[src/rtl/router_output_allocator_pkg.sv]
// Shared types and helpers for the per-output switch allocator.
// Holds the allocator state encoding and the owner-index width rule.
package router_alloc_pkg;

  typedef enum logic {
    ALLOC_IDLE   = 1'b0,
    ALLOC_LOCKED = 1'b1
  } alloc_state_t;

  // A single-input allocator still needs a one-bit owner field.
  function automatic int owner_width(input int num_inputs);
    return (num_inputs > 1) ? $clog2(num_inputs) : 1;
  endfunction

endpackage

[src/rtl/router_output_allocator_if.sv]
// Request/grant/credit bundle between the input FIFOs, crossbar and one output allocator.
// The slave modport is the allocator side.
interface router_output_allocator_if
  import router_alloc_pkg::*;
#(
  parameter int NUM_INPUTS   = 5,
  parameter int CREDIT_WIDTH = 1,
  parameter int OWNER_WIDTH  = owner_width(NUM_INPUTS)
);

  logic [NUM_INPUTS-1:0]   req;
  logic [NUM_INPUTS-1:0]   is_tail;
  logic [NUM_INPUTS-1:0]   disable_turn;
  logic [NUM_INPUTS-1:0]   grant;
  logic                    send;
  logic                    credit_in;
  logic [CREDIT_WIDTH-1:0] credits;
  logic                    locked;
  logic [OWNER_WIDTH-1:0]  owner;
  logic                    err_credit_ovf;

  modport master (
    output req, is_tail, disable_turn, credit_in,
    input  grant, send, credits, locked, owner, err_credit_ovf
  );

  modport slave (
    input  req, is_tail, disable_turn, credit_in,
    output grant, send, credits, locked, owner, err_credit_ovf
  );

endinterface

[src/rtl/router_output_allocator_rr_arbiter.sv]
// Combinational round-robin picker: first set request at or above rr_ptr, wrapping.
// Produces both the one-hot grant and its encoded index.
module rr_arbiter
  import router_alloc_pkg::*;
#(
  parameter int NUM_INPUTS = 5,
  parameter int IDX_WIDTH  = owner_width(NUM_INPUTS)
) (
  input  logic [NUM_INPUTS-1:0] req,
  input  logic [IDX_WIDTH-1:0]  rr_ptr,
  output logic [NUM_INPUTS-1:0] grant,
  output logic [IDX_WIDTH-1:0]  grant_idx
);

  logic [2*NUM_INPUTS-1:0] req_dbl;
  logic [NUM_INPUTS-1:0]   req_rot;
  logic [IDX_WIDTH-1:0]    offset;
  logic [IDX_WIDTH:0]      idx_sum;
  logic                    any_req;

  // Rotating the doubled vector puts rr_ptr at bit 0, so a plain
  // lowest-bit search gives the round-robin distance.
  assign req_dbl = {req, req};
  assign req_rot = req_dbl[rr_ptr +: NUM_INPUTS];
  assign any_req = |req;

  always_comb begin
    offset = '0;
    for (int k = NUM_INPUTS - 1; k >= 0; k--) begin
      if (req_rot[k]) begin
        offset = IDX_WIDTH'(k);
      end
    end
  end

  assign idx_sum   = {1'b0, rr_ptr} + {1'b0, offset};
  assign grant_idx = (idx_sum >= (IDX_WIDTH+1)'(NUM_INPUTS))
                   ? IDX_WIDTH'(idx_sum - (IDX_WIDTH+1)'(NUM_INPUTS))
                   : idx_sum[IDX_WIDTH-1:0];

  generate
    for (genvar gi = 0; gi < NUM_INPUTS; gi++) begin : g_grant
      assign grant[gi] = any_req && (grant_idx == IDX_WIDTH'(gi));
    end
  endgenerate

endmodule

[src/rtl/router_output_allocator.sv]
// Per-output wormhole switch allocator: round-robin packet-head arbitration, packet lock
// until tail, and downstream credit tracking with sticky overflow detection.
module router_output_allocator
  import router_alloc_pkg::*;
#(
  parameter int NUM_INPUTS        = 5,
  parameter int FLIT_BUFFER_DEPTH = 1,
  parameter int CREDIT_WIDTH      = $clog2(FLIT_BUFFER_DEPTH + 1)
) (
  input  logic                      clk_noc,
  input  logic                      rst_n,
  router_output_allocator_if.slave  alloc_if
);

  localparam int OWNER_WIDTH = owner_width(NUM_INPUTS);
  localparam logic [CREDIT_WIDTH-1:0] CREDIT_MAX = CREDIT_WIDTH'(FLIT_BUFFER_DEPTH);

  alloc_state_t            state_reg, state_next;
  logic [OWNER_WIDTH-1:0]  owner_reg, owner_next;
  logic [OWNER_WIDTH-1:0]  rr_ptr_reg, rr_ptr_next;
  logic [CREDIT_WIDTH-1:0] credits_reg, credits_next;
  logic                    err_reg, err_next;

  logic [NUM_INPUTS-1:0]   eligible;
  logic [NUM_INPUTS-1:0]   arb_grant;
  logic [OWNER_WIDTH-1:0]  arb_idx;
  logic [NUM_INPUTS-1:0]   grant;
  logic                    send;
  logic                    can_send;
  logic [CREDIT_WIDTH:0]   credits_sum;

  function automatic logic [OWNER_WIDTH-1:0] wrap_inc(input logic [OWNER_WIDTH-1:0] idx);
    return (idx == OWNER_WIDTH'(NUM_INPUTS - 1)) ? '0 : idx + 1'b1;
  endfunction

  assign eligible = alloc_if.req & ~alloc_if.disable_turn;
  assign can_send = (credits_reg != '0);

  rr_arbiter #(
    .NUM_INPUTS (NUM_INPUTS),
    .IDX_WIDTH  (OWNER_WIDTH)
  ) u_rr_arbiter (
    .req       (eligible),
    .rr_ptr    (rr_ptr_reg),
    .grant     (arb_grant),
    .grant_idx (arb_idx)
  );

  always_comb begin
    state_next  = state_reg;
    owner_next  = owner_reg;
    rr_ptr_next = rr_ptr_reg;
    grant       = '0;
    // Grants are gated by rst_n so nothing pops while reset is held.
    if (rst_n && can_send) begin
      case (state_reg)
        ALLOC_IDLE: begin
          if (|arb_grant) begin
            grant = arb_grant;
            if (alloc_if.is_tail[arb_idx]) begin
              rr_ptr_next = wrap_inc(arb_idx);
            end else begin
              state_next = ALLOC_LOCKED;
              owner_next = arb_idx;
            end
          end
        end
        ALLOC_LOCKED: begin
          // Turn restrictions only gate packet heads; body flits just follow the lock.
          if (alloc_if.req[owner_reg]) begin
            grant[owner_reg] = 1'b1;
            if (alloc_if.is_tail[owner_reg]) begin
              state_next  = ALLOC_IDLE;
              rr_ptr_next = wrap_inc(owner_reg);
            end
          end
        end
        default: state_next = ALLOC_IDLE;
      endcase
    end
  end

  assign send = |grant;

  always_comb begin
    credits_sum = {1'b0, credits_reg}
                + (CREDIT_WIDTH+1)'(alloc_if.credit_in)
                - (CREDIT_WIDTH+1)'(send);
    credits_next = credits_sum[CREDIT_WIDTH-1:0];
    if (credits_sum > {1'b0, CREDIT_MAX}) begin
      credits_next = CREDIT_MAX;
    end
    err_next = err_reg | (alloc_if.credit_in && (credits_reg == CREDIT_MAX));
  end

  always_ff @(posedge clk_noc or negedge rst_n) begin
    if (!rst_n) begin
      state_reg   <= ALLOC_IDLE;
      owner_reg   <= '0;
      rr_ptr_reg  <= '0;
      credits_reg <= CREDIT_MAX;
      err_reg     <= 1'b0;
    end else begin
      state_reg   <= state_next;
      owner_reg   <= owner_next;
      rr_ptr_reg  <= rr_ptr_next;
      credits_reg <= credits_next;
      err_reg     <= err_next;
    end
  end

  assign alloc_if.grant          = grant;
  assign alloc_if.send           = send;
  assign alloc_if.credits        = credits_reg;
  assign alloc_if.locked         = (state_reg == ALLOC_LOCKED);
  assign alloc_if.owner          = owner_reg;
  assign alloc_if.err_credit_ovf = err_reg;

endmodule

[src/flat_wrapper.sv]
// flat-port wrapper written by rule: the top's interface ports become plain ports
module router_output_allocator_flat import router_alloc_pkg::*;
#(
  parameter int NUM_INPUTS        = 5,
  parameter int FLIT_BUFFER_DEPTH = 1,
  parameter int CREDIT_WIDTH      = $clog2(FLIT_BUFFER_DEPTH + 1)
)
  (clk_noc, rst_n, alloc_if_req, alloc_if_is_tail, alloc_if_disable_turn, alloc_if_credit_in, alloc_if_grant, alloc_if_send, alloc_if_credits, alloc_if_locked, alloc_if_owner, alloc_if_err_credit_ovf);
  router_output_allocator_if #(.NUM_INPUTS(NUM_INPUTS), .CREDIT_WIDTH(CREDIT_WIDTH)) alloc_if_i ();
  input  logic clk_noc;
  input  logic rst_n;
  input wire logic [$bits(alloc_if_i.req)-1:0] alloc_if_req;
  input wire logic [$bits(alloc_if_i.is_tail)-1:0] alloc_if_is_tail;
  input wire logic [$bits(alloc_if_i.disable_turn)-1:0] alloc_if_disable_turn;
  input wire logic [$bits(alloc_if_i.credit_in)-1:0] alloc_if_credit_in;
  output wire logic [$bits(alloc_if_i.grant)-1:0] alloc_if_grant;
  output wire logic [$bits(alloc_if_i.send)-1:0] alloc_if_send;
  output wire logic [$bits(alloc_if_i.credits)-1:0] alloc_if_credits;
  output wire logic [$bits(alloc_if_i.locked)-1:0] alloc_if_locked;
  output wire logic [$bits(alloc_if_i.owner)-1:0] alloc_if_owner;
  output wire logic [$bits(alloc_if_i.err_credit_ovf)-1:0] alloc_if_err_credit_ovf;
  assign alloc_if_i.req = alloc_if_req;
  assign alloc_if_i.is_tail = alloc_if_is_tail;
  assign alloc_if_i.disable_turn = alloc_if_disable_turn;
  assign alloc_if_i.credit_in = alloc_if_credit_in;
  assign alloc_if_grant = alloc_if_i.grant;
  assign alloc_if_send = alloc_if_i.send;
  assign alloc_if_credits = alloc_if_i.credits;
  assign alloc_if_locked = alloc_if_i.locked;
  assign alloc_if_owner = alloc_if_i.owner;
  assign alloc_if_err_credit_ovf = alloc_if_i.err_credit_ovf;
  router_output_allocator #(.NUM_INPUTS(NUM_INPUTS), .FLIT_BUFFER_DEPTH(FLIT_BUFFER_DEPTH), .CREDIT_WIDTH(CREDIT_WIDTH)) u_core (.clk_noc(clk_noc), .rst_n(rst_n), .alloc_if(alloc_if_i));
endmodule
[config.mk]
export PLATFORM = sky130hd
export DESIGN_NAME = router_output_allocator_flat
export DESIGN_NICKNAME = d
export VERILOG_FILES = /design/src/rtl/router_output_allocator_pkg.sv /design/src/rtl/router_output_allocator_if.sv /design/src/rtl/router_output_allocator_rr_arbiter.sv /design/src/rtl/router_output_allocator.sv /design/src/flat_wrapper.sv
export SDC_FILE = /design/constraint.sdc
export NUM_CORES = 1
export LEC_CHECK = 0
export ABC_AREA = 1
export ABC_CLOCK_PERIOD_IN_PS = 5000
export BUFFER_PORTS_ARGS = -buffer_cell sky130_fd_sc_hd__buf_2
export CORE_ASPECT_RATIO = 0.9
export CORE_MARGIN = 10
export CORE_UTILIZATION = 55
export DETAILED_ROUTE_END_ITERATION = 7
export PLACE_DENSITY = 0.8
export SYNTH_ARGS = -nofsm -noshare
export SYNTH_HDL_FRONTEND = slang
export SYNTH_SLANG_ARGS = --single-unit
[constraint.sdc]
create_clock -name clk_noc -period 5 [get_ports clk_noc]
set_input_delay 0.5 -clock clk_noc [delete_from_list [all_inputs] [get_ports clk_noc]]
set_output_delay 0.5 -clock clk_noc [all_outputs]
set_load 0.03 [all_outputs]
==> Word level (Yosys, flattened, before mapping) <==
Cells that the tools add are included.
{ "classes": {"n_addsub": 6, "n_lt_le_gt_ge": 5, "eq_ne": 9, "n_shift": 1, "mux": 31, "bitwise_logic": 5, "reduce_logical": 14} }
{ "op_table": {"columns": ["operator", "count"], "rows": [
  ["$mux W3", 12],
  ["$mux W5", 3],
  ["$reduce_or A5 Y1", 3],
  ["$pmux W5 S2", 1],
  ["$shiftx A10 B4 Y5", 1],
  ["$bmux W1 S3", 3],
  ["$mux W1", 9],
  ["$logic_and A1 B1 Y1", 8],
  ["$lt A3 B4 Y1 const B", 2],
  ["$add A3 B1 Y3 const B", 2],
  ["$eq A3 B2 Y1 const B", 2],
  ["$eq A3 B3 Y1 const B", 2],
  ["$pmux W3 S2", 1],
  ["$and A5 B5 Y5", 1],
  ["$not A5 Y5", 1],
  ["$reduce_and A5 Y1", 1],
  ["$add A3 B3 Y4", 1],
  ["$ge A4 B3 Y1 const B", 1],
  ["$ne A2 B1 Y1 const B", 2],
  ["$ne A2 B2 Y1 const B", 2],
  ["$reduce_and A4 Y1", 1],
  ["$demux W1 S3", 1],
  ["$eq A3 B1 Y1 const B", 1],
  ["$ge A3 B1 Y1 const B", 1],
  ["8 further kinds", 9]
]} }
{ "word_totals": {"reg_bits": 9, "in_bits": 18, "output_inout_bits": 12, "word_cells": 76} }

==> Longest topological paths before layout <==
Gate-level depths: netlist (run 1).
{ "depth": {"depth_word": 21, "depth_mapped": 34, "depth_no_buf": 34} }

==> Cells and area by module <==
Synthesis (run 1) repeated with hierarchy kept, for this count alone.
{ "hier_totals": {"cells_unflattened": 247, "area_unflattened_um2": 1375.1} }
{ "modules_own_cells": {"columns": ["mod", "n_inst", "cells_each", "area_per_inst_um2", "seq_area_each_um2"], "rows": [
  ["router_output_allocator", 1, 134, 818.3, 226.5],
  ["rr_arbiter", 1, 113, 556.8, 0.0]
]} }

==> Least setup slack after synthesis (run 1) <==
Ideal clock, no wire load.
{ "synth_path": {"path_type": "input-to-reg", "startpoint": "in alloc_if_disable_turn[3]", "endpoint": "reg u_core.credits_reg (netlist: u_core.alloc_if.credits)", "setup_ns": 0.085, "t_arrival_ns": 4.600, "t_required_ns": 4.915, "path_slack_ns": 0.314, "cell_stages": 28, "path_buffers": 0, "cell_sequence": "inv_1 > nand2_1 > o21ai_0 > mux2i_1 > o21ai_1 > inv_1 > nand2_1 > a21boi_1 > ha_1 > fa_1 > inv_1 > ha_1 > nand2_1 > nand3_4 > nand2_8 > nand2_8 > nand2_4 > clkinv_4 > ha_1 > nand4_1 > nand2_1 > nor2_1 > nand4_1 > ha_1 > inv_1 > ha_1 > a21oi_1 > o21ai_0"} }
{ "synth_via": {"elab_chain_cells": 21, "word_cells_on_any_way": 31, "cone_classes": "add/sub: 3; order compare: 2; eq/ne: 4; shift: 1; mux: 10; bitwise: 2; reduce/logical: 9"} }
{ "synth_rtl": {"columns": ["item", "line_no", "text"], "rows": [
  ["start: declaration", "flat_wrapper.sv:14", "input wire logic [$bits(alloc_if_i.disable_turn)-1:0] alloc_if_disable_turn;"],
  ["$not A5 Y5 (*)", "router_output_allocator.sv:36", "assign eligible = alloc_if.req & ~alloc_if.disable_turn;"],
  ["$and A5 B5 Y5 (*)", "router_output_allocator.sv:36", null],
  ["$shiftx A10 B4 Y5 (*)", "router_output_allocator_rr_arbiter.sv:24", "assign req_rot = req_dbl[rr_ptr +: NUM_INPUTS];"],
  ["$mux W3 (4 in a row)", "router_output_allocator_rr_arbiter.sv:30", "if (req_rot[k]) begin"],
  ["$mux W3 (*)", "router_output_allocator_rr_arbiter.sv:30", null],
  ["$add A3 B3 Y4 (*)", "router_output_allocator_rr_arbiter.sv:36", "assign idx_sum = {1'b0, rr_ptr} + {1'b0, offset};"],
  ["$ge A4 B3 Y1", "router_output_allocator_rr_arbiter.sv:37", "assign grant_idx = (idx_sum >= (IDX_WIDTH+1)'(NUM_INPUTS))"],
  ["$mux W3 (*)", "router_output_allocator_rr_arbiter.sv:38", "? IDX_WIDTH'(idx_sum - (IDX_WIDTH+1)'(NUM_INPUTS))"],
  ["named net u_core.arb_idx[0]", "router_output_allocator.sv:26", "logic [OWNER_WIDTH-1:0] arb_idx;"],
  ["[... 5 more ...]", null, null],
  ["$mux W5 (*)", "router_output_allocator.sv:55", "if (rst_n && can_send) begin"],
  ["named net alloc_if_grant[1]", "flat_wrapper.sv:16", "output wire logic [$bits(alloc_if_i.grant)-1:0] alloc_if_grant;"],
  ["$reduce_or A5 Y1 (*)", "router_output_allocator.sv:83", "assign send = |grant;"],
  ["named net alloc_if_send", "flat_wrapper.sv:17", "output wire logic [$bits(alloc_if_i.send)-1:0] alloc_if_send;"],
  ["$sub A2 B1 Y2 (*)", "router_output_allocator.sv:88", "- (CREDIT_WIDTH+1)'(send);"],
  ["$gt A2 B1 Y1", "router_output_allocator.sv:90", "if (credits_sum > {1'b0, CREDIT_MAX}) begin"],
  ["$mux W1 (*)", "router_output_allocator.sv:90", null],
  ["named net u_core.credits_next", "router_output_allocator.sv:21", "logic [CREDIT_WIDTH-1:0] credits_reg, credits_next;"],
  ["end signal: assignment", "router_output_allocator.sv:107", "credits_reg <= credits_next;"],
  ["end: declaration", "router_output_allocator.sv:21", null]
]} }
The timed path passes the listed nets; every way through them passes the cells marked *.
A chain may end at the register's enable or synchronous reset.

==> Worst setup path after layout (run 1) <==
{ "layout_path": {"startpoint": "reg u_core.rr_ptr_reg[0]", "endpoint": "out alloc_if_send"} }
{ "layout_via": {"elab_chain_cells": 16, "word_cells_on_any_way": 25, "cone_classes": "add/sub: 2; order compare: 1; eq/ne: 4; shift: 1; mux: 9; reduce/logical: 8"} }
{ "layout_rtl": {"columns": ["item", "line_no", "text"], "rows": [
  ["start: declaration", "router_output_allocator.sv:20", "logic [OWNER_WIDTH-1:0] rr_ptr_reg, rr_ptr_next;"],
  ["start signal: assignment", "router_output_allocator.sv:106", "rr_ptr_reg <= rr_ptr_next;"],
  ["$shiftx A10 B4 Y5", "router_output_allocator_rr_arbiter.sv:24", null],
  ["$mux W3 (5 in a row)", "router_output_allocator_rr_arbiter.sv:30", null],
  ["$add A3 B3 Y4 (*)", "router_output_allocator_rr_arbiter.sv:36", null],
  ["$ge A4 B3 Y1", "router_output_allocator_rr_arbiter.sv:37", null],
  ["$mux W3 (*)", "router_output_allocator_rr_arbiter.sv:38", null],
  ["named net u_core.arb_idx[0]", "router_output_allocator.sv:26", null],
  ["$eq A3 B1 Y1, or another cell as far along", "router_output_allocator_rr_arbiter.sv:43", "assign grant[gi] = any_req && (grant_idx == IDX_WIDTH'(gi));"],
  ["$logic_and A1 B1 Y1", "router_output_allocator_rr_arbiter.sv:43", null],
  ["$reduce_or A5 Y1", "router_output_allocator.sv:58", "if (|arb_grant) begin"],
  ["$mux W5 (*)", "router_output_allocator.sv:58", null],
  ["$pmux W5 S2 (*)", "router_output_allocator.sv:56", "case (state_reg)"],
  ["$mux W5 (*)", "router_output_allocator.sv:55", null],
  ["$reduce_or A5 Y1 (*)", "router_output_allocator.sv:83", null],
  ["end: declaration", "flat_wrapper.sv:17", null]
]} }
Marks and branches as above.

==> impl_results.html, run 1 <==
<table>
<tr><th>Metric</th><th>Value</th></tr>
<tr><th colspan="2">Clock network</th></tr>
<tr><td>Clock edge transition at the registers on the reported setup and hold paths</td><td>approximately 0.060 ns</td></tr>
<tr><td>Clock tree from TritonCTS</td><td>built</td></tr>
<tr><td>Clock Sinks</td><td>9</td></tr>
<tr><td>Clock buffer count from CTS</td><td>3</td></tr>
<tr><td>Clock root cell</td><td>sky130_fd_sc_hd__clkbuf_4</td></tr>
<tr><td>Latest clock arrival within the worst-skew pair</td><td>0.26 ns</td></tr>
<tr><td>Number of post-CTS setup repair buffers</td><td>0</td></tr>
<tr><td>H-tree depth</td><td>1</td></tr>
<tr><td>Maximum clock path buffer count</td><td>2</td></tr>
<tr><th colspan="2">Finish</th></tr>
<tr><td>Most common cell after layout, fill and taps aside</td><td>sky130_fd_sc_hd__nand2_1</td></tr>
<tr><td>Area taken by flip-flops and latches</td><td>between 200 and 250 um2</td></tr>
<tr><td>Layout net count</td><td>around 290</td></tr>
<tr><td>Relative area change from synthesis to final layout</td><td>13.17%</td></tr>
<tr><td>Layout cell share with drive strength beyond 1</td><td>a little over a quarter</td></tr>
<tr><td>Summed area of non-filler cells in the final layout</td><td>roughly 1700 um2</td></tr>
<tr><td>Filler cell count</td><td>262</td></tr>
<tr><td>Top library cells by usage in the layout, fill and taps aside</td><td>69 x sky130_fd_sc_hd__nand2_1, 29 x sky130_fd_sc_hd__buf_2, 28 x sky130_fd_sc_hd__inv_1</td></tr>
<tr><td>Diodes inserted</td><td>0</td></tr>
<tr><td>Area of the multi-input gates</td><td>between 1000 and 1500 um2</td></tr>
<tr><th colspan="2">STA</th></tr>
<tr><td>Part of the cycle the worst path needs</td><td>92.63%</td></tr>
<tr><td>Slew at the pin closest to its max-slew limit</td><td>between 0.4 and 0.5 ns</td></tr>
<tr><td>Final number of max-transition violations</td><td>0</td></tr>
<tr><td>Setup Skew</td><td>0.001819 ns</td></tr>
<tr><td>Slew Limit Headroom</td><td>68.71%</td></tr>
<tr><td>F_max</td><td>0.2159 GHz</td></tr>
<tr><td>WHS</td><td>0.07916 ns</td></tr>
<tr><td>Unrepaired setup endpoints after global routing</td><td>false</td></tr>
<tr><td>Final Hold Vio Count</td><td>0</td></tr>
<tr><td>Setup-violating endpoint count in the final report</td><td>0</td></tr>
<tr><td>Final critical path time including I/O delays and setup</td><td>4.632 ns</td></tr>
<tr><td>Setup TNS Final</td><td>0 ns</td></tr>
<tr><th colspan="2">Worst setup path</th></tr>
<tr><td>Critical setup path kind</td><td>reg -&gt; out</td></tr>
<tr><td>Worst-path fanout max</td><td>8</td></tr>
<tr><td>CP Data Arrival Time</td><td>4.13 ns</td></tr>
<tr><td>Peak per-stage delay on the critical path</td><td>around 0.57 ns</td></tr>
<tr><td>Crit path required time</td><td>4.50 ns</td></tr>
<tr><td>Kind of start point of the critical path</td><td>flip-flop</td></tr>
<tr><td>Worst reg2reg startpoint</td><td>u_core.rr_ptr_reg[0]</td></tr>
<tr><td>CP Capture Type</td><td>output pin</td></tr>
<tr><td>Count of cells along the worst register-to-register path</td><td>29</td></tr>
<tr><td>Family with the most delay on the worst path</td><td>adder cells</td></tr>
<tr><td>Crit path max-delay cell type</td><td>sky130_fd_sc_hd__fa_1</td></tr>
<tr><td>Buf+Inv Stages, Crit Path</td><td>5</td></tr>
<tr><td>Reg-to-reg slack, setup</td><td>roughly 0.46 ns</td></tr>
<tr><td>Reg-to-reg endpoint</td><td>u_core.alloc_if.credits</td></tr>
<tr><th colspan="2">Status</th></tr>
<tr><td>Status</td><td>finished, final reports clean</td></tr>
<tr><th colspan="2">Drt</th></tr>
<tr><td>Average routed wire per standard cell</td><td>12.44 um</td></tr>
<tr><td>Total iterations of the first detailed-routing run</td><td>4</td></tr>
<tr><td>Vias per cell</td><td>5.361</td></tr>
<tr><td>Remaining number of nets flagged by the antenna check after routing</td><td>0</td></tr>
<tr><td>DRT iter0 DRCs</td><td>between 80 and 90</td></tr>
<tr><td>DRC viols</td><td>0</td></tr>
<tr><td>Via count</td><td>roughly 1500</td></tr>
<tr><td>Routed Wire Length</td><td>approximately 3600 um</td></tr>
<tr><th colspan="2">Floorplan</th></tr>
<tr><td>Placeable core region</td><td>2703 um2</td></tr>
<tr><td>Initial standard-cell utilization of the core</td><td>between 50% and 60%</td></tr>
<tr><td>Number of standard-cell rows in the floorplan</td><td>18</td></tr>
<tr><td>Die outline width</td><td>75.42 um</td></tr>
<tr><td>Number of top-level design ports</td><td>30</td></tr>
<tr><td>Die Y-Extent</td><td>around 70 um</td></tr>
<tr><td>Die area</td><td>5270 um2</td></tr>
<tr><th colspan="2">Place</th></tr>
<tr><td>Last weighted congestion value of the routability-driven placer</td><td>a little over 0.9</td></tr>
<tr><td>Port Buffers</td><td>29</td></tr>
<tr><td>Placed wire-length estimate after detailed placement</td><td>3092 um</td></tr>
<tr><td>Placement-stage cell area</td><td>1687 um2</td></tr>
<tr><th colspan="2">Synthesis</th></tr>
<tr><td>Number of flops mapped to enable cells by yosys</td><td>0</td></tr>
<tr><td>Library cells used by synthesis</td><td>40</td></tr>
<tr><td>Total of flip-flops plus latches after synthesis</td><td>9</td></tr>
<tr><td>Post-synthesis async set-or-reset flop share</td><td>100.0%</td></tr>
<tr><td>Combinational family with the most area after synthesis</td><td>simple AND/OR/NAND/NOR gates</td></tr>
<tr><td>Summed instance area of the synthesized netlist</td><td>roughly 1500 um2</td></tr>
<tr><td>Adder-Cell Fraction of Synth Area</td><td>12.84%</td></tr>
<tr><td>Simple-gate portion of the synthesized area</td><td>48.40%</td></tr>
<tr><td>Synthesized-area fraction occupied by xor and xnor cells</td><td>less than 1%</td></tr>
<tr><td>Yosys Warn Count</td><td>0</td></tr>
<tr><td>Main synth FF type</td><td>sky130_fd_sc_hd__dfrtp_1</td></tr>
<tr><td>Mean Syn Cell Area</td><td>~6.7 um2</td></tr>
<tr><td>Post-synthesis cell count</td><td>227</td></tr>
<tr><td>Sequential cell area fraction in the yosys report</td><td>between 10% and 20%</td></tr>
<tr><td>Post-synthesis mux area share</td><td>0.6584%</td></tr>
<tr><td>Net count after synthesis</td><td>260</td></tr>
<tr><td>Fraction of the mapped netlist area in compound gates</td><td>between 10 and 15%</td></tr>
<tr><th colspan="2">Hold path</th></tr>
<tr><td>Hold Path Class</td><td>in -&gt; async</td></tr>
<tr><th colspan="2">Global route</th></tr>
<tr><td>Total global routing track utilization</td><td>around 15%</td></tr>
<tr><td>Wire length of the first global-routing pass</td><td>6375 um</td></tr>
<tr><td>Initial antenna violation count</td><td>0</td></tr>
<tr><td>Aggregate global routing overflow</td><td>0</td></tr>
<tr><td>Pin count of the biggest net entering global routing</td><td>13</td></tr>
<tr><td>Vias in the first global route</td><td>between 1000 and 1500</td></tr>
<tr><th colspan="2">Run</th></tr>
<tr><td>Number of maximum-capacitance violations</td><td>0</td></tr>
</table>
==> how the worst max path moves through the flow <==
| stage | slack [ns] | start | cells past startpoint | to |
|---|---|---|---|---|
| after floorplan | 0.31 | alloc_if_disable_turn[3] | 28 | u_core.alloc_if.credits |
| after global placement | 0.29 | alloc_if_disable_turn[3] | 31 | u_core.alloc_if.credits |
| after detailed placement | 0.18 | alloc_if_disable_turn[3] | 29 | u_core.alloc_if.credits |
| after CTS | 0.28 | u_core.rr_ptr_reg[0] | 24 | alloc_if_send |
| after global routing | 0.01 | u_core.rr_ptr_reg[0] | 25 | alloc_if_send |
| final | 0.37 | u_core.rr_ptr_reg[0] | 25 | alloc_if_send |
==> worst reg2reg max path: cells and delay by family, from the launching register on <==
kind	cells	cell delay, ns
fa+ha+maj	7	1.96
simple gates	10	0.93
compound gates	6	0.62
flops	1	0.46
buf+inv	5	0.39
mux	1	0.12
==> layout make-up <==
| class | instances | share of cell area (%) |
|---|---|---|
| repair buffers | 29 | 8.436 |
| flip-flops and latches | 9 | 13.31 |
| multi-input cells | 181 | 66.62 |
| clock buffers | 4 | 1.527 |
| well taps | 30 | 2.182 |
| inverters | 35 | 7.927 |
==> cell usage after synthesis (2+ instances only) <==
master / n / share of area [%]
sky130_fd_sc_hd__nand2_2: 6 / 2.5
sky130_fd_sc_hd__nand2_4: 4 / 3.0
sky130_fd_sc_hd__clkinv_1: 2 / 0.49
sky130_fd_sc_hd__or2_1: 2 / 0.82
sky130_fd_sc_hd__o21ai_1: 5 / 1.6
sky130_fd_sc_hd__o21ai_4: 2 / 2.1
sky130_fd_sc_hd__o21ai_0: 10 / 3.3
sky130_fd_sc_hd__nand2_8: 3 / 4.0
sky130_fd_sc_hd__nand3_2: 4 / 2.6
sky130_fd_sc_hd__dfrtp_1: 8 / 13
sky130_fd_sc_hd__nand4_1: 11 / 4.5
sky130_fd_sc_hd__o211ai_1: 2 / 0.99
sky130_fd_sc_hd__inv_1: 28 / 6.9
sky130_fd_sc_hd__ha_1: 14 / 12
sky130_fd_sc_hd__nand3_1: 17 / 5.6
sky130_fd_sc_hd__nand2_1: 69 / 17
sky130_fd_sc_hd__a21oi_1: 2 / 0.66
sky130_fd_sc_hd__inv_2: 4 / 0.99
sky130_fd_sc_hd__nor2_1: 13 / 3.2
==> per-layer routing <==
metal | GRT usage, % | up-vias | wire length [um]
li1 | - | 805 | -
met1 | 18.94 | 694 | 1627
met2 | 22.85 | 38 | 1721
met3 | 3.672 | 7 | 185
met4 | 3.711 | 0 | 48
met5 | 0 | - | 0
==> kinds of logic (layout without fill, tap and decap cells) <==
group           after synthesis  in the layout
buf+inv                      37             68
flops                         9              9
compound gates               27             27
xor+xnor                      1              1
simple gates                137            137
fa+ha+maj                    15             15
mux                           1              1
==> timing repair <==
action	4_1_cts	5_1_grt
setup endpoints to repair	0	2
hold buffers	0	0
resized for setup	0	5
==> through the flow <==
step	utilization, %	instances	setup WS, ns
6_report	63.66	288	0.3683
5_1_grt	63.66	288	0.01378
4_1_cts	63.38	288	0.2848
3_5_place_dp	62.41	284	0.1827
3_3_place_gp	62.41	284	0.2861
2_1_floorplan	-	227	0.3142
Power of run 1 is not shown: default switching activity piles up to over one toggle a cycle in this logic, so the estimate is an artifact.
==> inputs of run 2 (changes only) <==
--- a/config.mk
+++ b/config.mk
@@ -6,13 +6,14 @@
 export NUM_CORES = 1
 export LEC_CHECK = 0
 export ABC_AREA = 1
-export ABC_CLOCK_PERIOD_IN_PS = 5000
+export ABC_CLOCK_PERIOD_IN_PS = 4330
 export BUFFER_PORTS_ARGS = -buffer_cell sky130_fd_sc_hd__buf_2
 export CORE_ASPECT_RATIO = 0.9
 export CORE_MARGIN = 10
 export CORE_UTILIZATION = 55
 export DETAILED_ROUTE_END_ITERATION = 7
-export PLACE_DENSITY = 0.8
+export PLACE_DENSITY = 0.81
 export SYNTH_ARGS = -nofsm -noshare
 export SYNTH_HDL_FRONTEND = slang
+export SYNTH_HIERARCHICAL = 1
 export SYNTH_SLANG_ARGS = --single-unit
==> constraint.sdc (replaced) <==
create_clock -name clk_noc -period 4.33 [get_ports clk_noc]
set_input_delay 0.433 -clock clk_noc [delete_from_list [all_inputs] [get_ports clk_noc]]
set_output_delay 0.433 -clock clk_noc [all_outputs]
set_load 0.03 [all_outputs]
==> impl_results.html, run 2 <==
<table>
<tr><th>Metric</th><th>Value</th></tr>
<tr><th colspan="2">Clock network</th></tr>
<tr><td>Latest clock arrival within the worst-skew pair</td><td>approximately 0.25 ns</td></tr>
<tr><td>Clock tree from TritonCTS</td><td>built</td></tr>
<tr><td>Clock root cell</td><td>sky130_fd_sc_hd__clkbuf_4</td></tr>
<tr><td>Clock Sinks</td><td>9</td></tr>
<tr><td>H-tree depth</td><td>1</td></tr>
<tr><td>Maximum clock path buffer count</td><td>2</td></tr>
<tr><td>Clock buffer count from CTS</td><td>3</td></tr>
<tr><td>Clock edge transition at the registers on the reported setup and hold paths</td><td>~0.060 ns</td></tr>
<tr><th colspan="2">Drt</th></tr>
<tr><td>Vias per cell</td><td>approximately 5.2</td></tr>
<tr><td>Via count</td><td>about 1600</td></tr>
<tr><td>DRT iter0 DRCs</td><td>approximately 150</td></tr>
<tr><td>DRC viols</td><td>0</td></tr>
<tr><td>Routed Wire Length</td><td>about 3700 um</td></tr>
<tr><td>Average routed wire per standard cell</td><td>approximately 12 um</td></tr>
<tr><td>Total iterations of the first detailed-routing run</td><td>4</td></tr>
<tr><td>Remaining number of nets flagged by the antenna check after routing</td><td>0</td></tr>
<tr><th colspan="2">Place</th></tr>
<tr><td>Placement-stage cell area</td><td>1590 um2</td></tr>
<tr><td>Port Buffers</td><td>29</td></tr>
<tr><td>Placed wire-length estimate after detailed placement</td><td>a little over 3000 um</td></tr>
<tr><td>Last weighted congestion value of the routability-driven placer</td><td>slightly above 0.9</td></tr>
<tr><th colspan="2">Synthesis</th></tr>
<tr><td>Number of flops mapped to enable cells by yosys</td><td>0</td></tr>
<tr><td>Main synth FF type</td><td>sky130_fd_sc_hd__dfrtp_1</td></tr>
<tr><td>Summed instance area of the synthesized netlist</td><td>approximately 1400 um2</td></tr>
<tr><td>Portion of synthesized cell area occupied by the leading cell type</td><td>26.48%</td></tr>
<tr><td>Most area-hungry cell type in the Yosys netlist</td><td>sky130_fd_sc_hd__nand2_1</td></tr>
<tr><td>Post-synthesis async set-or-reset flop share</td><td>100.0%</td></tr>
<tr><td>Mean Syn Cell Area</td><td>approximately 5.6 um2</td></tr>
<tr><td>Cell with the most instances after synthesis</td><td>sky130_fd_sc_hd__nand2_1</td></tr>
<tr><td>Library cells used by synthesis</td><td>26</td></tr>
<tr><td>Largest cells by area after synthesis</td><td>sky130_fd_sc_hd__nand2_1 26%, sky130_fd_sc_hd__dfrtp_1 15%, sky130_fd_sc_hd__inv_1 11%</td></tr>
<tr><td>Post-synthesis cell count</td><td>between 200 and 250</td></tr>
<tr><td>Net count after synthesis</td><td>~280</td></tr>
<tr><td>Commonest cells in the netlist</td><td>97 x sky130_fd_sc_hd__nand2_1, 41 x sky130_fd_sc_hd__inv_1, 29 x sky130_fd_sc_hd__nand3_1</td></tr>
<tr><td>Yosys Warn Count</td><td>6</td></tr>
<tr><td>Sequential cell area fraction in the yosys report</td><td>about 16%</td></tr>
<tr><td>Total of flip-flops plus latches after synthesis</td><td>9</td></tr>
<tr><th colspan="2">STA</th></tr>
<tr><td>Part of the cycle the worst path needs</td><td>a little over nine tenths</td></tr>
<tr><td>Unrepaired setup endpoints after global routing</td><td>true</td></tr>
<tr><td>F_max</td><td>around 0.24 GHz</td></tr>
<tr><td>Setup Skew</td><td>roughly 0.0015 ns</td></tr>
<tr><td>Final Hold Vio Count</td><td>0</td></tr>
<tr><td>Final critical path time including I/O delays and setup</td><td>just over 4 ns</td></tr>
<tr><td>Setup-violating endpoint count in the final report</td><td>0</td></tr>
<tr><td>Final number of max-transition violations</td><td>0</td></tr>
<tr><td>Slew at the pin closest to its max-slew limit</td><td>approximately 0.4 ns</td></tr>
<tr><td>Slew Limit Headroom</td><td>73.60%</td></tr>
<tr><th colspan="2">Finish</th></tr>
<tr><td>Layout net count</td><td>roughly 320</td></tr>
<tr><td>Relative area change from synthesis to final layout</td><td>22.02%</td></tr>
<tr><td>Top library cells by usage in the layout, fill and taps aside</td><td>96 x sky130_fd_sc_hd__nand2_1, 40 x sky130_fd_sc_hd__inv_1, 28 x sky130_fd_sc_hd__buf_2</td></tr>
<tr><td>Core occupancy in the finished layout</td><td>between 60% and 70%</td></tr>
<tr><td>Filler cell count</td><td>226</td></tr>
<tr><td>Area taken by flip-flops and latches</td><td>227.7 um2</td></tr>
<tr><td>Layout cell share with drive strength beyond 1</td><td>about 22%</td></tr>
<tr><td>Summed area of non-filler cells in the final layout</td><td>between 1500 and 2000 um2</td></tr>
<tr><td>Most common cell after layout, fill and taps aside</td><td>sky130_fd_sc_hd__nand2_1</td></tr>
<tr><td>Area of the multi-input gates</td><td>~1000 um2</td></tr>
<tr><td>Diodes inserted</td><td>0</td></tr>
<tr><th colspan="2">Floorplan</th></tr>
<tr><td>Number of top-level design ports</td><td>30</td></tr>
<tr><td>Die area</td><td>around 5000 um2</td></tr>
<tr><td>Placeable core region</td><td>2425 um2</td></tr>
<tr><td>Number of standard-cell rows in the floorplan</td><td>17</td></tr>
<tr><td>Initial standard-cell utilization of the core</td><td>between 50 and 60%</td></tr>
<tr><td>Die Y-Extent</td><td>between 60 and 70 um</td></tr>
<tr><td>Die outline width</td><td>72.71 um</td></tr>
<tr><th colspan="2">Worst setup path</th></tr>
<tr><td>Count of cells along the worst register-to-register path</td><td>27</td></tr>
<tr><td>Critical setup path kind</td><td>reg -&gt; out</td></tr>
<tr><td>Worst reg2reg startpoint</td><td>u_core/rr_ptr_reg[0]</td></tr>
<tr><td>Worst-path fanout max</td><td>7</td></tr>
<tr><td>Crit path required time</td><td>3.90 ns</td></tr>
<tr><td>Capturing instance or port of the critical path</td><td>alloc_if_send</td></tr>
<tr><td>Reg-to-reg endpoint</td><td>u_core/alloc_if.credits</td></tr>
<tr><td>CP Capture Type</td><td>output pin</td></tr>
<tr><td>Reg-to-reg slack, setup</td><td>about 0.26 ns</td></tr>
<tr><td>Kind of start point of the critical path</td><td>flip-flop</td></tr>
<tr><td>CP Data Arrival Time</td><td>~3.7 ns</td></tr>
<tr><td>Origin of the worst setup path</td><td>u_core/rr_ptr_reg[0]</td></tr>
<tr><th colspan="2">Global route</th></tr>
<tr><td>Busiest layer in global routing</td><td>met2</td></tr>
<tr><td>Fraction of met2 tracks used by global routing</td><td>between 20% and 30%</td></tr>
<tr><td>Initial antenna violation count</td><td>0</td></tr>
<tr><td>Total global routing track utilization</td><td>14.01%</td></tr>
<tr><td>Global routing met1 resource utilization</td><td>18.92%</td></tr>
<tr><td>Aggregate global routing overflow</td><td>0</td></tr>
<tr><td>Wire length of the first global-routing pass</td><td>around 5800 um</td></tr>
<tr><td>Pin count of the biggest net entering global routing</td><td>11</td></tr>
<tr><td>M3 GR Usage</td><td>3.514%</td></tr>
<tr><td>Vias in the first global route</td><td>between 1000 and 1500</td></tr>
<tr><th colspan="2">Status</th></tr>
<tr><td>Status</td><td>finished, final reports clean</td></tr>
<tr><th colspan="2">Hold path</th></tr>
<tr><td>Hold Path Class</td><td>in -&gt; async</td></tr>
<tr><th colspan="2">Run</th></tr>
<tr><td>Number of maximum-capacitance violations</td><td>0</td></tr>
</table>
==> run 2: logic make-up (layout without fill, tap and decap cells) <==
kind of cell | count (synthesis) | count (layout) | share of synthesized area [%]
AO/OA/AOI/OAI | 17 | 17 | 7.188
XOR/XNOR | 3 | 3 | 3.276
AND/OR/NAND/NOR | 158 | 158 | 48.41
buffers and inverters | 48 | 87 | 13.19
adder cells (fa/ha/maj) | 12 | 12 | 11.46
flip-flops | 9 | 9 | 16.47
==> run 2: worst min-delay path by stage <==
stage,endpoint
detailed placement,u_core/alloc_if.err_credit_ovf
global placement,u_core/alloc_if.err_credit_ovf
CTS,u_core/alloc_if.err_credit_ovf
global route,u_core/alloc_if.owner[2]
floorplan,u_core/alloc_if.err_credit_ovf
finish,u_core/rr_ptr_reg[1]
==> run 2: timing repair <==
action | in CTS | in global routing
setup endpoints to repair | 0 | 8
resized for setup | 0 | 15
setup buffers | 0 | 3
hold buffers | 0 | 0
==> run 2: critical path, stage by stage, from the launching register on <==
cell and delay [ns]:
sky130_fd_sc_hd__dfrtp_2 0.47, sky130_fd_sc_hd__buf_4 0.16, sky130_fd_sc_hd__nand2_1 0.09, sky130_fd_sc_hd__nand2_1 0.07
sky130_fd_sc_hd__nand2_1 0.06, sky130_fd_sc_hd__nand2_1 0.07, sky130_fd_sc_hd__nand2_1 0.06, sky130_fd_sc_hd__nand2_1 0.07
sky130_fd_sc_hd__inv_1 0.07, sky130_fd_sc_hd__a21oi_2 0.04, sky130_fd_sc_hd__ha_2 0.18, sky130_fd_sc_hd__fa_1 0.58
sky130_fd_sc_hd__inv_2 0.06, sky130_fd_sc_hd__ha_2 0.19, sky130_fd_sc_hd__nand2_1 0.08, sky130_fd_sc_hd__nand3_2 0.10
sky130_fd_sc_hd__nand2_4 0.12, sky130_fd_sc_hd__nand2_1 0.07, sky130_fd_sc_hd__nand2_1 0.09, sky130_fd_sc_hd__nand3_1 0.11
sky130_fd_sc_hd__nor2_1 0.14, sky130_fd_sc_hd__nand2_1 0.06, sky130_fd_sc_hd__o21ai_1 0.14, sky130_fd_sc_hd__nor2_1 0.07
sky130_fd_sc_hd__nand2_1 0.10, sky130_fd_sc_hd__buf_4 0.17
==> run 2: metal layers <==
layer,vias up,wire [um]
met3,4,287
li1,850,-
met4,0,44
met2,70,1594
met5,-,0
met1,703,1783
==> run 2: stage by stage <==
| stage | std cells | TNS, ns | setup slack (ns) | hold slack [ns] |
|---|---|---|---|---|
| 2_1_floorplan | 247 | 0 | 0.02291 | 0.1374 |
| 3_3_place_gp | 307 | 0 | 0.08414 | 0.2950 |
| 3_5_place_dp | 307 | 0 | 0.03802 | 0.2960 |
| 4_1_cts | 311 | 0 | 0.1338 | 0.02053 |
| 5_1_grt | 314 | -0.08272 | -0.06122 | 0.03035 |
| 6_report | 314 | 0 | 0.2252 | 0.02381 |
==> run 2: area by class of cell <==
type,instances,area share [%]
sequential,9,13.57
multi-input combinational,190,59.95
timing repair buffer,37,12.38
clock buffer,4,1.566
inverter,46,10.44
tap,28,2.088
Power of run 2 is left out for the same reason.
==> inputs of run 3 (changes only) <==
--- a/config.mk
+++ b/config.mk
@@ -7,12 +7,12 @@
 export LEC_CHECK = 0
 export ABC_AREA = 1
 export ABC_CLOCK_PERIOD_IN_PS = 4330
-export BUFFER_PORTS_ARGS = -buffer_cell sky130_fd_sc_hd__buf_2
 export CORE_ASPECT_RATIO = 0.9
 export CORE_MARGIN = 10
 export CORE_UTILIZATION = 55
 export DETAILED_ROUTE_END_ITERATION = 7
-export PLACE_DENSITY = 0.81
+export DONT_BUFFER_PORTS = 1
+export PLACE_DENSITY = 0.7
 export SYNTH_ARGS = -nofsm -noshare
 export SYNTH_HDL_FRONTEND = slang
 export SYNTH_HIERARCHICAL = 1
==> impl_results.html, run 3 (synthesis results as in run 2) <==
<table>
<tr><th>Metric</th><th>Value</th></tr>
<tr><th colspan="2">Clock network</th></tr>
<tr><td>Clock edge transition at the registers on the reported setup and hold paths</td><td>roughly 0.060 ns</td></tr>
<tr><td>Clock tree from TritonCTS</td><td>built</td></tr>
<tr><td>Clock root cell</td><td>sky130_fd_sc_hd__clkbuf_4</td></tr>
<tr><td>H-tree depth</td><td>1</td></tr>
<tr><td>Latest clock arrival within the worst-skew pair</td><td>~0.27 ns</td></tr>
<tr><td>Clock Sinks</td><td>9</td></tr>
<tr><td>Maximum clock path buffer count</td><td>2</td></tr>
<tr><td>Clock buffer count from CTS</td><td>3</td></tr>
<tr><th colspan="2">Worst setup path</th></tr>
<tr><td>Kind of start point of the critical path</td><td>flip-flop</td></tr>
<tr><td>Most numerous cell on the critical path</td><td>sky130_fd_sc_hd__nand2_1</td></tr>
<tr><td>Crit path max-delay cell type</td><td>sky130_fd_sc_hd__fa_1</td></tr>
<tr><td>Critical setup path kind</td><td>reg -&gt; out</td></tr>
<tr><td>CP Data Arrival Time</td><td>~3.7 ns</td></tr>
<tr><td>Crit path required time</td><td>just under 4 ns</td></tr>
<tr><td>CP Capture Type</td><td>output pin</td></tr>
<tr><td>Peak per-stage delay on the critical path</td><td>0.57 ns</td></tr>
<tr><td>Worst-path fanout max</td><td>8</td></tr>
<tr><th colspan="2">Finish</th></tr>
<tr><td>Filler cell count</td><td>247</td></tr>
<tr><td>Diodes inserted</td><td>0</td></tr>
<tr><td>Layout net count</td><td>~290</td></tr>
<tr><td>Layout cell share with drive strength beyond 1</td><td>around 18%</td></tr>
<tr><td>Relative area change from synthesis to final layout</td><td>17.20%</td></tr>
<tr><td>Most common cell after layout, fill and taps aside</td><td>sky130_fd_sc_hd__nand2_1</td></tr>
<tr><td>Cell Count, Final, Fillers Out</td><td>291</td></tr>
<tr><td>Top library cells by usage in the layout, fill and taps aside</td><td>92 x sky130_fd_sc_hd__nand2_1, 39 x sky130_fd_sc_hd__inv_1, 28 x sky130_fd_sc_hd__nand3_1</td></tr>
<tr><td>Summed area of non-filler cells in the final layout</td><td>1612 um2</td></tr>
<tr><th colspan="2">STA</th></tr>
<tr><td>Setup-violating endpoint count in the final report</td><td>0</td></tr>
<tr><td>Part of the cycle the worst path needs</td><td>between 90% and 100%</td></tr>
<tr><td>Final Hold Vio Count</td><td>0</td></tr>
<tr><td>Final number of max-transition violations</td><td>0</td></tr>
<tr><td>Setup Skew</td><td>0.003564 ns</td></tr>
<tr><td>Final critical path time including I/O delays and setup</td><td>between 4 and 5 ns</td></tr>
<tr><td>Slew Limit Headroom</td><td>about three fifths</td></tr>
<tr><td>Setup TNS Final</td><td>0 ns</td></tr>
<tr><td>F_max</td><td>approximately 0.24 GHz</td></tr>
<tr><td>Slew at the pin closest to its max-slew limit</td><td>between 0.5 and 0.6 ns</td></tr>
<tr><th colspan="2">Global route</th></tr>
<tr><td>Initial antenna violation count</td><td>0</td></tr>
<tr><td>Pin count of the biggest net entering global routing</td><td>10</td></tr>
<tr><td>Wire length of the first global-routing pass</td><td>6016 um</td></tr>
<tr><td>Aggregate global routing overflow</td><td>0</td></tr>
<tr><td>Total global routing track utilization</td><td>14.91%</td></tr>
<tr><td>Vias in the first global route</td><td>1384</td></tr>
<tr><th colspan="2">Floorplan</th></tr>
<tr><td>Initial standard-cell utilization of the core</td><td>between 50% and 60%</td></tr>
<tr><td>Die area</td><td>4903 um2</td></tr>
<tr><td>Die outline width</td><td>just over 70 um</td></tr>
<tr><td>Die Y-Extent</td><td>between 60 and 70 um</td></tr>
<tr><td>Number of top-level design ports</td><td>30</td></tr>
<tr><td>Placeable core region</td><td>2425 um2</td></tr>
<tr><td>Number of standard-cell rows in the floorplan</td><td>17</td></tr>
<tr><th colspan="2">Place</th></tr>
<tr><td>Cell count after placement</td><td>about 280</td></tr>
<tr><td>Placed wire-length estimate after detailed placement</td><td>~3000 um</td></tr>
<tr><td>Placement-stage cell area</td><td>between 1000 and 1500 um2</td></tr>
<tr><td>Port Buffers</td><td>0</td></tr>
<tr><td>Last weighted congestion value of the routability-driven placer</td><td>0.8989</td></tr>
<tr><th colspan="2">Drt</th></tr>
<tr><td>DRC viols</td><td>0</td></tr>
<tr><td>Average routed wire per standard cell</td><td>approximately 13 um</td></tr>
<tr><td>Vias per cell</td><td>5.268</td></tr>
<tr><td>Routed Wire Length</td><td>about 3800 um</td></tr>
<tr><td>Total iterations of the first detailed-routing run</td><td>6</td></tr>
<tr><td>DRT iter0 DRCs</td><td>about 170</td></tr>
<tr><td>Via count</td><td>approximately 1500</td></tr>
<tr><td>Remaining number of nets flagged by the antenna check after routing</td><td>0</td></tr>
<tr><th colspan="2">Status</th></tr>
<tr><td>Status</td><td>finished, final reports clean</td></tr>
<tr><th colspan="2">Hold path</th></tr>
<tr><td>Hold Path Class</td><td>in -&gt; reg</td></tr>
<tr><th colspan="2">Run</th></tr>
<tr><td>Number of maximum-capacitance violations</td><td>0</td></tr>
</table>
==> run 3: final cells by class <==
| cell class | count | area [um2] | area share [%] |
|---|---|---|---|
| Multi-Input combinational cell | 190 | 1033 | 64.13 |
| Inverter | 46 | 177.7 | 11.02 |
| Sequential cell | 9 | 229.0 | 14.21 |
| Clock buffer | 4 | 26.28 | 1.630 |
| Tap cell | 28 | 35.03 | 2.174 |
| Timing Repair Buffer | 14 | 110.1 | 6.832 |
==> run 3: critical path, delay by kind of cell (launching register included) <==
kind | cells | cell delay [ns]
flops | 1 | 0.48
simple gates | 15 | 1.31
fa+ha+maj | 3 | 0.96
compound gates | 2 | 0.22
buf+inv | 5 | 0.50
==> run 3: layer usage <==
layer,routed length (um),up-vias,GRT usage [%]
met3,382,0,4.832
met4,0,0,1.896
met2,1584,64,22.19
met5,0,-,0
met1,1805,659,20.93
li1,-,810,-
==> run 3: final timing paths <==
check                           cells past startpoint                        endpoint  slack (ns)            startpoint
worst min-delay path                                1  u_core/alloc_if.err_credit_ovf        0.30    alloc_if_credit_in
worst max register to register                     29         u_core/alloc_if.credits        0.25  u_core/rr_ptr_reg[0]
worst min register to register                      2            u_core/rr_ptr_reg[2]        0.58  u_core/rr_ptr_reg[2]
max in group asynchronous                           1            u_core/rr_ptr_reg[1]        3.54                 rst_n
worst max-delay path                               25                   alloc_if_send        0.17  u_core/rr_ptr_reg[0]
min in group asynchronous                           1  u_core/alloc_if.err_credit_ovf        0.51                 rst_n
==> run 3: stage by stage <==
| step | hold WS (ns) | utilization, % | setup WS [ns] |
|---|---|---|---|
| CTS | 0.001739 | 62.02 | 0.07851 |
| floorplan | 0.1374 | - | 0.02291 |
| global route | 0.2993 | 66.46 | -0.04094 |
| global placement | 0.1377 | 60.53 | 0.1308 |
| detailed placement | 0.1377 | 60.53 | 0.06814 |
| finish | 0.2953 | 66.46 | 0.1682 |
==> run 3: what timing repair did <==
item / CTS / global route
endpoints found under the setup margin: 0 / 6
resized for setup: 0 / 24
hold endpoints to repair: 8 / 1
hold buffers: 1 / 1
buffers inserted: 0 / 4
Power of run 3 is left out for the same reason.
